`config.mk`:
```
export PLATFORM = sky130hd
export DESIGN_NAME = imm_ext
export DESIGN_NICKNAME = d
export VERILOG_FILES = /design/src/rtl/imm_ext.sv
export SDC_FILE = /design/constraint.sdc
export NUM_CORES = 1
export LEC_CHECK = 0
export ABC_CLOCK_PERIOD_IN_PS = 800
export BUFFER_PORTS_ARGS = -buffer_cell sky130_fd_sc_hd__buf_4
export CAP_MARGIN = 0
export CELL_PAD_IN_SITES_DETAIL_PLACEMENT = 1
export CELL_PAD_IN_SITES_GLOBAL_PLACEMENT = 1
export CORE_ASPECT_RATIO = 1.5
export CORE_MARGIN = 1.5
export CORE_UTILIZATION = 31
export CTS_BUF_LIST = sky130_fd_sc_hd__clkbuf_16
export DETAILED_ROUTE_END_ITERATION = 10
export GPL_ROUTABILITY_DRIVEN = 1
export PLACE_DENSITY_LB_ADDON = 0.1
export SLEW_MARGIN = 20
export SYNTH_ARGS = -nofsm -noshare
export SYNTH_HDL_FRONTEND = slang
export SYNTH_SLANG_ARGS = --single-unit
```
`constraint.sdc`:
```
create_clock -name clk -period 0.8 [get_ports clk]
set_input_delay 0.16 -clock clk [delete_from_list [all_inputs] [get_ports clk]]
set_output_delay 0.16 -clock clk [all_outputs]
set_load 0.05 [all_outputs]
```
`src/rtl/imm_ext.sv`:
```
// -----------------------------------------------------------------------------
// imm_ext -- registered immediate extender for the MIPS decode stage
//
// Purpose:
//   Turns a raw IMM_W-bit instruction immediate into a DATA_W-bit operand one
//   clock after it is presented. It sits between instruction field extraction
//   and the ALU operand / branch-target mux. The only state is the output
//   register set.
//
// Extend opcodes (eop):
//   2'd0  zero-extend      {0..0, imm}
//   2'd1  sign-extend      {imm[MSB]..imm[MSB], imm}
//   2'd2  load-upper       {0.., imm, IMM_W zeros}
//   2'd3  branch offset    sign-extend(imm) << BR_SHIFT, top bits discarded
//
// Ports:
//   clk        in   1       rising-edge clock
//   rst_n      in   1       asynchronous active-low reset (sync release)
//   imm        in   IMM_W   raw immediate field
//   eop        in   2       extend opcode
//   in_valid   in   1       imm/eop are meaningful this cycle
//   stall      in   1       hold every output register
//   ext        out  DATA_W  registered extended result
//   out_valid  out  1       ext carries a freshly computed result
//   ext_zero   out  1       (IMM_EXT_STATUS_EN only) registered f == 0
//   ext_neg    out  1       (IMM_EXT_STATUS_EN only) registered f[DATA_W-1]
//
// Configuration macro:
//   IMM_EXT_STATUS_EN  adds the ext_zero / ext_neg status outputs. When it is
//                      undefined those ports do not exist and everything else
//                      is unchanged.
//
// Handshake:
//   A result is accepted on a rising edge when in_valid=1 and stall=0; it is
//   visible on ext with out_valid=1 exactly one cycle later. stall=1 freezes
//   every output register and wins over in_valid. With stall=0 and
//   in_valid=0, out_valid drops to 0 and ext keeps its last value, so a
//   consumer must qualify ext with out_valid.
// -----------------------------------------------------------------------------
module imm_ext #(
    parameter int IMM_W    = 16,
    parameter int DATA_W   = 32,
    parameter int BR_SHIFT = 2
) (
    input  logic              clk,
    input  logic              rst_n,
    input  logic [IMM_W-1:0]  imm,
    input  logic [1:0]        eop,
    input  logic              in_valid,
    input  logic              stall,
    output logic [DATA_W-1:0] ext,
`ifdef IMM_EXT_STATUS_EN
    output logic              ext_zero,
    output logic              ext_neg,
`endif
    output logic              out_valid
);

    // Elaboration-time guard: load-upper needs room for imm plus IMM_W zeros.
    generate
        if (DATA_W < 2 * IMM_W) begin : g_bad_width
            $error("imm_ext: DATA_W must be at least 2*IMM_W");
        end
    endgenerate

    localparam logic [1:0] EOP_ZERO   = 2'd0;
    localparam logic [1:0] EOP_SIGN   = 2'd1;
    localparam logic [1:0] EOP_UPPER  = 2'd2;
    localparam logic [1:0] EOP_BRANCH = 2'd3;

    // -------------------------------------------------------------------------
    // Combinational extend function f(imm, eop)
    // -------------------------------------------------------------------------
    logic [DATA_W-1:0] w_zext;
    logic [DATA_W-1:0] w_sext;
    logic [DATA_W-1:0] w_upper;
    logic [DATA_W-1:0] w_branch;
    logic [DATA_W-1:0] w_f;

    assign w_zext   = {{(DATA_W-IMM_W){1'b0}}, imm};
    assign w_sext   = {{(DATA_W-IMM_W){imm[IMM_W-1]}}, imm};
    // Any bits above 2*IMM_W are zero when DATA_W is wider than 2*IMM_W.
    assign w_upper  = DATA_W'({imm, {IMM_W{1'b0}}});
    // Shifting the already sign-extended value drops the top BR_SHIFT bits
    // and fills the low BR_SHIFT bits with zero.
    assign w_branch = w_sext << BR_SHIFT;

    always_comb begin
        w_f = w_zext;
        case (eop)
            EOP_ZERO:   w_f = w_zext;
            EOP_SIGN:   w_f = w_sext;
            EOP_UPPER:  w_f = w_upper;
            EOP_BRANCH: w_f = w_branch;
            default:    w_f = w_zext;
        endcase
    end

    // -------------------------------------------------------------------------
    // Register enables
    // -------------------------------------------------------------------------
    // w_adv: the pipeline advances this cycle (not stalled).
    // w_load: a new result is captured. ext only changes on w_load, so an
    // unknown eop while in_valid=0 can never reach the register.
    logic w_adv;
    logic w_load;

    assign w_adv  = ~stall;
    assign w_load = w_adv & in_valid;

    // -------------------------------------------------------------------------
    // Output registers
    // -------------------------------------------------------------------------
    logic [DATA_W-1:0] r_ext;
    logic              r_out_valid;

    always_ff @(posedge clk or negedge rst_n) begin
        if (!rst_n) begin
            r_ext <= '0;
        end else if (w_load) begin
            r_ext <= w_f;
        end
    end

    always_ff @(posedge clk or negedge rst_n) begin
        if (!rst_n) begin
            r_out_valid <= 1'b0;
        end else if (w_adv) begin
            r_out_valid <= in_valid;
        end
    end

    assign ext       = r_ext;
    assign out_valid = r_out_valid;

`ifdef IMM_EXT_STATUS_EN
    // Status flags follow the same enable as ext. They are computed from f
    // rather than from r_ext so they line up with ext in the same cycle; note
    // that after reset ext=0 yet ext_zero=0, because nothing was computed.
    logic w_f_zero;
    logic w_f_neg;
    logic r_ext_zero;
    logic r_ext_neg;

    assign w_f_zero = (w_f == '0);
    assign w_f_neg  = w_f[DATA_W-1];

    always_ff @(posedge clk or negedge rst_n) begin
        if (!rst_n) begin
            r_ext_zero <= 1'b0;
            r_ext_neg  <= 1'b0;
        end else if (w_load) begin
            r_ext_zero <= w_f_zero;
            r_ext_neg  <= w_f_neg;
        end
    end

    assign ext_zero = r_ext_zero;
    assign ext_neg  = r_ext_neg;
`endif

endmodule

```
==> impl_results.md <==
- CP max stage cell: dfrtp_2
- Reg-to-reg endpoint: ext[16]
- Area share of the largest cell type after synthesis: 56.3%
- Crit share post-route: 127%
- Sequential cell area fraction in the yosys report: 56.3%
- Clk sinks: 33
- Commonest non-fill, non-tap cell in the layout: buf_4
- Leak Pwr: 1.11 nW
- Syn_nets: 183
- Drt drc: 0
- Layout Skew: 0 ns
- Violated checks: setup timing
- CP max FO: 2
- Setup WS post-layout: -0.213 ns
- Slew margin rel.: 78.8%
- Mapped cell area: 1470 sq um
- Post-layout min period: 1.01 ns
- Power per cell area: 2370 nW/um^2
- Top post-synthesis cells by area: dfrtp_1 (56%), o21ai_0 (9.9%), a21oi_1 (9.6%)
- Hold path cells: 3
- Max-slew violations: 0
- Worst r2r path cells: 2
- Placement Cell Area: 2090 sq um
- Status: complete, but fails checks
- Post-synth top area cell: dfrtp_1
- Detail Placement HPWL: 3320 microns
- Hold EP: out_valid
- Worst path bufs/invs: 1
- CP Cell Sequence: buf_6
- Final setup viols: 34
- Row cnt: 30
- Finished Layout Cells: 297
- Ys Warns: 0
- Nets@finish: 254
- Critical path class: flop to output port
- Worst EP arrival: 0.85 ns
- Via Count: 1415
- Dpl cells: 283
- Gpl congestion: 0.841
- Synth Register Bits: 33
- Clk pin slew, worst setup/hold paths: 0.05 ns
- CTS tree: done
- Critical Path Max Stage Delay: 0.42 ns
- Worst hold margin: 0.101 ns
- CTS root buffer: clkbuf_16
- Drt initial violations: 24
- Worst-skew pair later-pin latency: 0.27 ns
- RSZ-0062 raised after global routing: true
- Reg2Reg Launch Point: ext[16]
- First-pass GRT wire length: 7220 microns
- Post-Syn Area per Cell: 9.11 sq um
- # port buffers: 54
- Worst slew pin tran: 0.318 ns
- Worst setup SP type: flop
- Initial Util: 32.3%
- Hold Crit Start: stall
- Gr ovfl total: 0
- Min-Delay Path Class: input pin to flop
- I/O pin count: 55
- N_diodes: 0
- Drt first pass iters: 4
- Core area: 4540 sq um
- Max VDD drop: 1.35 mV
- Stages on worst setup path: 1
- Wire length per cell: 15.0 microns
- TritonCTS buffer count: 5
- Final wirelength: 4460 microns
- DIE HEIGHT: 87.2 microns
- Initial antenna violation count: 0
- Cell family with most CP delay: flip-flops
- Largest net degree at the start of global routing: 41
- Layout cells sized above 1: 52.8%
- Synth cell types: 19
- Reg-to-reg slack, setup: -0.04 ns
- Final Cell Area: 2440 sq um
- Critical path startpoint: ext[24]
- Detail Route Antenna Nets: 0
- H-tree Lvls: 2
- GRT Util Overall: 18.7%
- Syn Inst Count: 161
- Clk buf depth: 2
- Die area: 5160 sq um
- Peak Freq: 988 MHz
- Most frequent cells in the layout: buf_4 (37), buf_6 (35), nand2_1 (31)
- Max-cap viol count: 0
- Chip width: 59.2 microns
- Vias in the first global route: 1496
- Critical path capture point type: output port
- Syn-to-layout area delta: 66.4%
- Final hold vios: 0
- CP Data Required Time: 0.64 ns
- Vias per cell: 4.76
==> worst max path at each step <==
stage	slack (ns)	to
global placement	-0.30	ext[29]
detailed placement	-0.41	ext[22]
finish	-0.21	ext[24]
CTS	-0.22	ext[17]
global route	-0.24	ext[24]
floorplan	-0.17	ext[16]
==> kinds of logic after synthesis <==
kind of cell	synth area share [%]
AOI/OAI and AO/OA	21.7
and+or+nand+nor	17.7
DFF	56.3
buffers and inverters	4.35
==> per-layer routing <==
metal / vias to the layer above / share of wire (%) / track usage [%]
met2: 44 / 54 / 32.2
met1: 681 / 39 / 22.5
met3: 6 / 4.9 / 3.71
met5: - / 0 / 0
li1: 684 / - / -
met4: 0 / 1.4 / 7.02
==> cell usage after synthesis <==
library cell / n
dfrtp_1: 33
nand2_1: 32
o21ai_0: 29
a21oi_1: 28
nor2b_1: 10
and2b_1: 5
clkbuf_1: 5
buf_2: 3
nand2b_1: 3
a22o_1: 2
buf_1: 2
nor2_1: 2
a221o_1: 1
and2_0: 1
and2_1: 1
buf_4: 1
buf_6: 1
inv_1: 1
o21ai_1: 1
==> layout make-up <==
class                           count  area, sq um
Multi-Input combinational cell    115          627
Sequential cell                    33          861
Inverter                            1         3.75
Fill cell                         524         2100
Tap cell                           64         80.1
Clock inverter                      3         11.3
Clock buffer                        5          125
Timing Repair Buffer               76          732
==> sequential cells by signal, indices dropped and copies added (netlist names) <==
| register | flops |
|---|---|
| out_valid | 1 |
| ext | 32 |
==> timing repair <==
item,CTS,global route
setup buffers,3,2
endpoints found under the hold margin,33,0
resized for setup,40,14
gates cloned,0,0
pin swaps,0,1
endpoints found under the setup margin,48,69
hold buffers,1,0
==> report_power, final <==
part,switching [W],internal [W]
clock network,0.000646,0.00112
logic,0.00119,0.000747
registers,0.000163,0.00191
total,0.00200,0.00378
==> stage by stage <==
stage / setup TNS [ns] / total power [W] / setup WS [ns] / util [%]
after global routing: -7.09 / 0.00606 / -0.239 / 53.7
final: -6.28 / 0.00578 / -0.213 / 53.7
after CTS: -6.56 / 0.00581 / -0.224 / 52.9
after global placement: -7.44 / 0.00374 / -0.295 / 46.0
after floorplan: -1.38 / 0.00314 / -0.174 / -
after detailed placement: -8.76 / 0.00379 / -0.411 / 46.0
(Power assumes the default switching activity.)
